### src/rtl/shield_monitor.sv
// -----------------------------------------------------------------------------
// shield_monitor
//
// Watches a safety shield that sits between an agent and the plant. Each cycle
// it compares the agent's proposed actions against the shield's corrected
// actions. It then reports overrides, counts them, flags a shield that keeps
// overriding, and checks that the corrected actions stay mutually exclusive.
// Interesting cycles are queued as 8-bit event records for the agent to read
// through a valid/ready port.
//
// Ports
//   clock         in   sole clock, rising edge
//   rst_n         in   asynchronous active-low reset
//   u1            in   uncontrollable input
//   l1, l2, l3    in   proposed actions P = {l1,l2,l3}
//   l1__1..l3__1  in   corrected actions C = {l1__1,l2__1,l3__1}
//   evt_valid     out  event record available (FIFO non-empty)
//   evt_ready     in   consumer accepts the head record
//   evt_data      out  head record {u1, P, C, mutex_err}
//   override      out  registered (P != C)
//   ovr_count     out  saturating override counter
//   drop_count    out  saturating count of records lost to a full FIFO
//   stuck         out  shield has overridden STUCK_LIM cycles in a row
//   mutex_viol    out  sticky: C had more than one bit set at some point
//   overflow      out  sticky: a record was dropped at some point
//
// Streak FSM
//   state    | meaning
//   ---------+-----------------------------------------------------------
//   ST_MATCH | last sample had P == C, streak = 0
//   ST_OVR   | overriding, streak counts consecutive overrides
//   ST_STUCK | STUCK_LIM consecutive overrides seen, stuck asserted
// -----------------------------------------------------------------------------
module shield_monitor #(
    parameter int FIFO_DEPTH = 4,
    parameter int CNT_W      = 16,
    parameter int STUCK_LIM  = 8
) (
    input  logic             clock,
    input  logic             rst_n,
    input  logic             u1,
    input  logic             l1,
    input  logic             l2,
    input  logic             l3,
    input  logic             l1__1,
    input  logic             l2__1,
    input  logic             l3__1,
    output logic             evt_valid,
    input  logic             evt_ready,
    output logic [7:0]       evt_data,
    output logic             override,
    output logic [CNT_W-1:0] ovr_count,
    output logic [CNT_W-1:0] drop_count,
    output logic             stuck,
    output logic             mutex_viol,
    output logic             overflow
);

    localparam int AW = $clog2(FIFO_DEPTH);
    localparam int CW = AW + 1;
    localparam int SW = $clog2(STUCK_LIM + 1);

    typedef enum logic [1:0] {
        ST_MATCH = 2'd0,
        ST_OVR   = 2'd1,
        ST_STUCK = 2'd2
    } state_e;

    // ------------------------------------------------------------------
    // Input decode
    // ------------------------------------------------------------------
    logic [2:0] prop_vec;
    logic [2:0] corr_vec;
    logic       ovr_now;
    logic       mutex_now;
    logic [7:0] rec_in;

    assign prop_vec  = {l1, l2, l3};
    assign corr_vec  = {l1__1, l2__1, l3__1};
    assign ovr_now   = (prop_vec != corr_vec);
    // More than one bit set in a 3-bit vector means at least one pair is set.
    assign mutex_now = (corr_vec[0] & corr_vec[1]) |
                       (corr_vec[0] & corr_vec[2]) |
                       (corr_vec[1] & corr_vec[2]);
    assign rec_in    = {u1, prop_vec, corr_vec, mutex_now};

    // ------------------------------------------------------------------
    // Event FIFO
    // ------------------------------------------------------------------
    logic [7:0]    mem_q [FIFO_DEPTH];
    logic [AW-1:0] rd_ptr_q, rd_ptr_d;
    logic [AW-1:0] wr_ptr_q, wr_ptr_d;
    logic [CW-1:0] count_q, count_d;
    logic          push;
    logic          pop;
    logic          full;
    logic          wr_en;
    logic          drop;

    assign push  = ovr_now | mutex_now;
    assign full  = (count_q == CW'(FIFO_DEPTH));
    assign pop   = evt_valid & evt_ready;
    // A full FIFO can still take a record when the head leaves on the same edge.
    assign wr_en = push & (~full | pop);
    assign drop  = push & full & ~pop;

    always_comb begin
        rd_ptr_d = rd_ptr_q;
        wr_ptr_d = wr_ptr_q;
        count_d  = count_q;
        if (pop) begin
            rd_ptr_d = rd_ptr_q + AW'(1);
        end
        if (wr_en) begin
            wr_ptr_d = wr_ptr_q + AW'(1);
        end
        case ({wr_en, pop})
            2'b10:   count_d = count_q + CW'(1);
            2'b01:   count_d = count_q - CW'(1);
            default: count_d = count_q;
        endcase
    end

    always_ff @(posedge clock or negedge rst_n) begin
        if (!rst_n) begin
            rd_ptr_q <= '0;
            wr_ptr_q <= '0;
            count_q  <= '0;
        end else begin
            rd_ptr_q <= rd_ptr_d;
            wr_ptr_q <= wr_ptr_d;
            count_q  <= count_d;
        end
    end

    // Storage needs no reset: the output is masked whenever the FIFO is empty,
    // and a reset empties it.
    always_ff @(posedge clock) begin
        if (wr_en) begin
            mem_q[wr_ptr_q] <= rec_in;
        end
    end

    assign evt_valid = (count_q != '0);
    assign evt_data  = evt_valid ? mem_q[rd_ptr_q] : 8'h00;

    // ------------------------------------------------------------------
    // Override flag, saturating counters, sticky flags
    // ------------------------------------------------------------------
    logic             override_q, override_d;
    logic [CNT_W-1:0] ovr_count_q, ovr_count_d;
    logic [CNT_W-1:0] drop_count_q, drop_count_d;
    logic             mutex_viol_q, mutex_viol_d;
    logic             overflow_q, overflow_d;

    always_comb begin
        override_d   = ovr_now;
        ovr_count_d  = ovr_count_q;
        drop_count_d = drop_count_q;
        mutex_viol_d = mutex_viol_q | mutex_now;
        overflow_d   = overflow_q | drop;
        if (ovr_now && (ovr_count_q != '1)) begin
            ovr_count_d = ovr_count_q + CNT_W'(1);
        end
        if (drop && (drop_count_q != '1)) begin
            drop_count_d = drop_count_q + CNT_W'(1);
        end
    end

    always_ff @(posedge clock or negedge rst_n) begin
        if (!rst_n) begin
            override_q   <= 1'b0;
            ovr_count_q  <= '0;
            drop_count_q <= '0;
            mutex_viol_q <= 1'b0;
            overflow_q   <= 1'b0;
        end else begin
            override_q   <= override_d;
            ovr_count_q  <= ovr_count_d;
            drop_count_q <= drop_count_d;
            mutex_viol_q <= mutex_viol_d;
            overflow_q   <= overflow_d;
        end
    end

    assign override   = override_q;
    assign ovr_count  = ovr_count_q;
    assign drop_count = drop_count_q;
    assign mutex_viol = mutex_viol_q;
    assign overflow   = overflow_q;

    // ------------------------------------------------------------------
    // Streak FSM
    // ------------------------------------------------------------------
    state_e        state_q, state_d;
    logic [SW-1:0] streak_q, streak_d;
    logic [SW-1:0] streak_inc;

    assign streak_inc = streak_q + SW'(1);

    always_comb begin
        state_d  = state_q;
        streak_d = streak_q;
        case (state_q)
            ST_MATCH: begin
                if (ovr_now) begin
                    streak_d = SW'(1);
                    // A limit of one means the very first override is stuck.
                    state_d  = (STUCK_LIM <= 1) ? ST_STUCK : ST_OVR;
                end
            end
            ST_OVR: begin
                if (ovr_now) begin
                    streak_d = streak_inc;
                    if (streak_inc == SW'(STUCK_LIM)) begin
                        state_d = ST_STUCK;
                    end
                end else begin
                    streak_d = '0;
                    state_d  = ST_MATCH;
                end
            end
            ST_STUCK: begin
                if (!ovr_now) begin
                    streak_d = '0;
                    state_d  = ST_MATCH;
                end
            end
            default: begin
                streak_d = '0;
                state_d  = ST_MATCH;
            end
        endcase
    end

    always_ff @(posedge clock or negedge rst_n) begin
        if (!rst_n) begin
            state_q  <= ST_MATCH;
            streak_q <= '0;
        end else begin
            state_q  <= state_d;
            streak_q <= streak_d;
        end
    end

    assign stuck = (state_q == ST_STUCK);

endmodule

### config.mk
export PLATFORM = sky130hd
export DESIGN_NAME = shield_monitor
export DESIGN_NICKNAME = d
export VERILOG_FILES = /design/src/rtl/shield_monitor.sv
export SDC_FILE = /design/constraint.sdc
export NUM_CORES = 1
export LEC_CHECK = 0
export BUFFER_PORTS_ARGS = -buffer_cell sky130_fd_sc_hd__buf_2
export CORE_MARGIN = 3
export CORE_UTILIZATION = 45
export CTS_CLUSTER_SIZE = 16
export DETAILED_ROUTE_END_ITERATION = 7
export GPL_TIMING_DRIVEN = 0
export PLACE_DENSITY = 0.69
export REMOVE_ABC_BUFFERS = 1
export SLEW_MARGIN = 10
export SYNTH_ARGS = -nofsm -noshare
export SYNTH_HDL_FRONTEND = slang
export SYNTH_SLANG_ARGS = --single-unit
### constraint.sdc
create_clock -name clock -period 3.7 [get_ports clock]
set_clock_uncertainty 0.15 [all_clocks]
set_input_delay 0.37 -clock clock [delete_from_list [all_inputs] [get_ports clock]]
set_output_delay 0.37 -clock clock [all_outputs]
set_load 0.01 [all_outputs]
## Word-level counts from Yosys, hierarchy flattened

Memories as Yosys holds them, arrays and structs flattened.
Cells that the tools add are included.

- $add $sub $neg: 7
- Equality and inequality tests: 12
- Mux-type cells: 13
- Bitwise operators: 15
- Reduce and logical (&&, ||, !) cells: 7

Operators with widths:

| cell | count |
|---|---|
| adder 16 x 1 -> 16 bit (second input constant) | 2 |
| inequality test 16 bit (second input constant) | 2 |
| 2-to-1 mux 4 bit | 3 |
| one-hot mux 4 bit (3 select lines) | 1 |
| 2-to-1 mux 2 bit | 4 |
| 2-to-1 mux 8 bit | 1 |
| bitwise AND 1 bit | 7 |
| OR 1 bit | 6 |
| one-hot mux 2 bit (3 select lines) | 1 |
| one-hot mux 3 bit (2 select lines) | 1 |
| adder 2 x 1 -> 2 bit (second input constant) | 2 |
| adder 4 x 1 -> 4 bit (second input constant) | 1 |
| equality test 2 x 1 -> 1 bit (second input constant) | 2 |
| equality test 2 bit (second input constant) | 2 |
| equality test 4 bit (second input constant) | 1 |
| inequality test 2 bit (second input constant) | 2 |
| adder 3 x 1 -> 3 bit (second input constant) | 1 |
| equality test 3 bit (second input constant) | 1 |
| inequality test 3 bit | 1 |
| inequality test 3 bit (second input constant) | 1 |
| AND reduction 3 bit | 1 |
| nonzero test 3 bit | 1 |
| subtractor 3 x 1 -> 3 bit (second input constant) | 1 |
| logical AND 1 bit | 2 |
| 5 further kinds | 7 |

- Register bits: 48
- Memory bits (writable): 32
- Input bits: 10
- Output and inout port bits: 45
- Memories kept: 1

Memory list:

| name | words | bits a word | read ports | clocked after Yosys merged registers in | write ports | RTL line | RTL |
|---|---|---|---|---|---|---|---|
| mem_q | 4 | 8 | 1 | 0 | 1 | 90 | `logic [7:0] mem_q [FIFO_DEPTH];` |

## Longest topological paths before layout

- Word-level depth: 7
- Depth in mapped cells: 8
- Mapped depth without buffers: 6

## Worst setup path after synthesis

No wires, ideal clock.

- Kind: flip-flop to flip-flop
- From: register count_q[2]
- To: register count_q[2]
- Setup time: 79 ps
- Arrival time: 1774 ps
- Required time: 3471 ps
- Setup slack: 1697 ps
- Cell stages (with the launch flop): 8
- Period minus slack after synthesis: 2003 ps
- Cell sequence: dfrtp_1 or3_1 buf_2 and2_1 o21ai_1 fa_1 mux2i_1 xor2_1

- Word-level cells in the longest chain between the ends: 6
- Elaborated cells between the ends (all ways): 12
- Classes of those cells: 2 x add/sub; 3 x eq/ne; 1 x mux; 4 x bitwise; 2 x reduce/logical

RTL lines:

| element | RTL line | RTL |
|---|---|---|
| start: declaration | 93 | `logic [CW-1:0] count_q, count_d;` |
| start signal: assignment | 132 | `count_q <= count_d;` |
| nonzero test 3 bit (*) | 144 | `assign evt_valid = (count_q != '0);` |
| net evt_valid | 48 | `output logic evt_valid,` |
| bitwise AND 1 bit (*) | 102 | `assign pop = evt_valid & evt_ready;` |
| OR 1 bit | 104 | `assign wr_en = push & (~full \| pop);` |
| bitwise AND 1 bit | 104 |  |
| equality test 2 x 1 -> 1 bit or equality test 2 bit (tied branches) | 117 | `case ({wr_en, pop})` |
| one-hot mux 3 bit (2 select lines) or nonzero test 2 bit (tied branches) | -- |  |

The timed path passes the listed nets; every way through them passes the cells marked *.
A chain may end at the register's enable or synchronous reset.

## Worst setup path after layout

- From: register rd_ptr_q[0]
- To: output port evt_data[5]

- Word-level cells in the longest chain between the ends: 2

RTL lines:

| element | RTL line | RTL |
|---|---|---|
| start: declaration | 91 | `logic [AW-1:0] rd_ptr_q, rd_ptr_d;` |
| start signal: assignment | 130 | `rd_ptr_q <= rd_ptr_d;` |
| memory read (4 x 8 bit) | -- |  |
| 2-to-1 mux 8 bit | 145 | `assign evt_data = evt_valid ? mem_q[rd_ptr_q] : 8'h00;` |
| end: declaration | 50 | `output logic [7:0] evt_data,` |

Every way passes these cells.

==> results.txt <==
Status -> finished clean
Syn Std Cell Area -> 3650 sq um
H-tree Lvls -> 3
First-pass GRT wire length -> 10900 um
Setup CP Type -> register to primary output
Worst Hold Class -> input pin to asynchronous set/reset pin
Yosys cell types -> 48
CP top delay family -> flip-flops
Post-DR vias/cell -> 5.31
Yosys Warn Count -> 0
Highest-delay cell along the critical path -> dfrtp_1
Cells after DPL -> 423
Grt ovf -> 0
CP startpoint -> rd_ptr_q[0]
Die W -> 96.1 um
EDFF count, synth -> 32
Combinational Power Share -> 0.308
TritonCTS clock tree -> built
Tmin final -> 2470 ps
Critical path destination -> evt_data[5]
RSZ-0062 raised after global routing -> false
Internal power -> 0.00190 W
Relative slew slack -> 0.271
Finished Layout Cells -> 439
Synth top area share -> 0.329
Power per cell area -> 698 nW/um^2
Final setup TNS -> 0 ps
Die height -> 96.1 um
Port buffer count -> 54
DIE AREA -> 9240 sq um
Post-synth top area cell -> dfrtp_1
Synthesized area per cell -> 13.3 sq um
Buf/Inv on CP -> 1
Initial Utilization -> 0.468
DR DRC count -> 0
Setup crit end kind -> primary output
Avg WL per Cell -> 15.2 um
Synth area leaders -> dfrtp_1 (33%), edfxtp_1 (26%), xnor2_1 (6.2%), mux4_2 (4.9%), xor2_1 (3.1%)
Arrival @ worst endpoint -> 1950 ps
Clk sink count -> 80
I/O pin count -> 55
Fin. max-slew vios -> 0
Total CTS buffers -> 9
Synth async-reset ratio -> 0.600
Starting DRT DRC Count -> 84
Sw Ratio -> 0.350
Row count -> 32
VDD IR-drop max -> 0.388 mV
Fmax -> 405 MHz
Global placer's final weighted congestion -> 0.713
Maxcap violations -> 0
CP startpoint kind -> register
Vias -> 2330
Hold slack final -> 54.1 ps
Post-synthesis sequential area ratio -> 0.592
Core ar. -> 7810 sq um
Largest net degree at the start of global routing -> 49
CP max FO -> 10
Clk network pwr share -> 0.202
Final HPWL DP -> 4630 um
Root Buffer Master -> clkbuf_8
Leak Pwr -> 1.75 nW
Layout Nets -> 350
Clock Pin Slew Worst Setup and Hold Paths -> 90 ps
Primary FF master, synth -> dfrtp_1
Number of hold buffers added after cts -> 0
Reg-to-reg slack, setup -> 1440 ps
Reg2Reg Depth -> 6
Post-cts sizing count -> 0
Slew @ Worst Pin -> 1090 ps
RR Startpoint -> count_q[2]
Crit path largest cell delay -> 710 ps
Final WL -> 6690 um
Post-DRT Antenna Nets -> 0
Share of cells above drive strength 1 -> 0.255
Worst path depth -> 3
Seq cells post-synth -> 80
Synth-to-Final Area Change -> 14.5%
First drt pass iteration count -> 4
Final Hold Viols -> 0
P_sw -> 0.00102 W
GRT Total Usage -> 0.156
Clock buffer depth -> 2
Clock Latency Late Sink -> 350 ps
# diodes -> 0
Initial antenna violation count -> 0
Critical Path RT -> 3180 ps
Sequential share of power -> 0.490
Cell Chain, Critical Path -> mux4_2 -> and2_1 -> buf_2
Post-CTS setup buffers -> 0
Final setup vio count -> 0
Worst R2R End -> count_q[2]
Tcrit/Tclk final -> 0.667
Cells after Synth -> 275
Vias in the first global route -> 2176
[synthesized netlist by cell type (2+ instances only)]
master    count
a21oi_1       3
nor3b_1       3
mux2_1        2
ha_1          7
a31oi_1       4
and4_1        5
nand3_1      13
nand2_1      17
and3_1       12
o21ai_1       4
mux4_2        8
nor3_1        2
dfrtp_1      48
xnor2_1      26
nand4_1      12
nor4_1        2
edfxtp_1     32
buf_4         2
nor2_1       13
and2_1       11
xor2_1       13
buf_2         2
mux2i_1       2
inv_1         6
clkbuf_1      3
[state kept, by name, summed over array words and instances (netlist names)]
register / count
count_q: 3
drop_count: 16
override: 1
wr_ptr_q: 2
streak_q: 4
state_q: 2
rd_ptr_q: 2
mem_q: 32
ovr_count: 16
mutex_viol: 1
overflow: 1
[logic make-up after synthesis]
kind of cell | after synthesis | synth area share
AO/OA/AOI/OAI | 21 | 0.0421
multiplexers | 12 | 0.0610
AND/OR/NAND/NOR | 99 | 0.159
flip-flops | 80 | 0.592
adder cells (fa/ha/maj) | 9 | 0.0322
XOR/XNOR | 39 | 0.0935
buffers and inverters | 15 | 0.0202
[layer usage]
metal  GRT usage  wire [um]  vias to the layer above  part of all wire
li1            -          -                     1120                 -
met1       0.218       3160                     1147              0.47
met2       0.233       3100                       53              0.46
met3      0.0344        306                       10             0.046
met4      0.0711        117                        0             0.017
met5           0          0                        -                 0
[power groups by stage]
stage | Combinational (W) | Sequential [W] | Clock, W
2_1_floorplan | 0.000593 | 0.00143 | 0
3_3_place_gp | 0.000886 | 0.00144 | 0
3_5_place_dp | 0.000915 | 0.00145 | 0
4_1_cts | 0.000921 | 0.00144 | 0.000605
5_1_grt | 0.00101 | 0.00148 | 0.000641
6_report | 0.000900 | 0.00143 | 0.000588
[area by class of cell]
class / count / area, sq um
timing repair buffer: 54 / 270
sequential: 80 / 2160
multi-input combinational: 180 / 1420
inverter: 7 / 26.3
clock inverter: 7 / 55.1
tap: 102 / 128
fill: 677 / 3620
clock buffer: 9 / 124
[placed cells by master, fill, tap and decap left out, drive strengths merged, types with 2 or more instances in the layout]
cell,instances
buf,54
xor2,13
a41oi,2
nand4,12
nor4b,2
nor3b,3
and4,5
and3,12
nor4,3
dfrtp,48
o21ai,5
mux2,2
nor2,13
mux4,8
ha,7
nand2,17
mux2i,2
xnor2,26
and2,11
edfxtp,32
clkinvlp,3
a21oi,3
a31oi,4
inv,10
clkbuf,9
nor3,2
nand3,13
[worst reg2reg max path: cells and delay by family, from the launching register on]
| kind | cells | cell delay (ps) |
|---|---|---|
| compound gates | 1 | 180 |
| xor+xnor | 1 | 170 |
| flops | 1 | 410 |
| mux | 1 | 250 |
| fa+ha+maj | 1 | 250 |
| simple gates | 2 | 780 |
[metrics by stage]
stage | worst slack [ps] | power, W | util | area, sq um
2_1_floorplan | 1680 | 0.00203 | - | 3610
3_3_place_gp | 1410 | 0.00232 | 0.513 | 4000
3_5_place_dp | 1320 | 0.00237 | 0.513 | 4000
4_1_cts | 1180 | 0.00296 | 0.536 | 4180
5_1_grt | 1070 | 0.00313 | 0.536 | 4180
6_report | 1230 | 0.00292 | 0.536 | 4180
[worst min-delay path by stage]
stage          startpoint           end  slack (ps)  cells after the start
5_1_grt                u1   mem_q[1][7]          90                      1
3_3_place_gp     overflow      overflow         290                      1
6_report            rst_n  ovr_count[9]          50                      1
2_1_floorplan       rst_n    count_q[0]         -80                      0
4_1_cts                u1   mem_q[0][7]          90                      1
3_5_place_dp     overflow      overflow         300                      1
No activity file was read; power rests on OpenSTA's default activity.
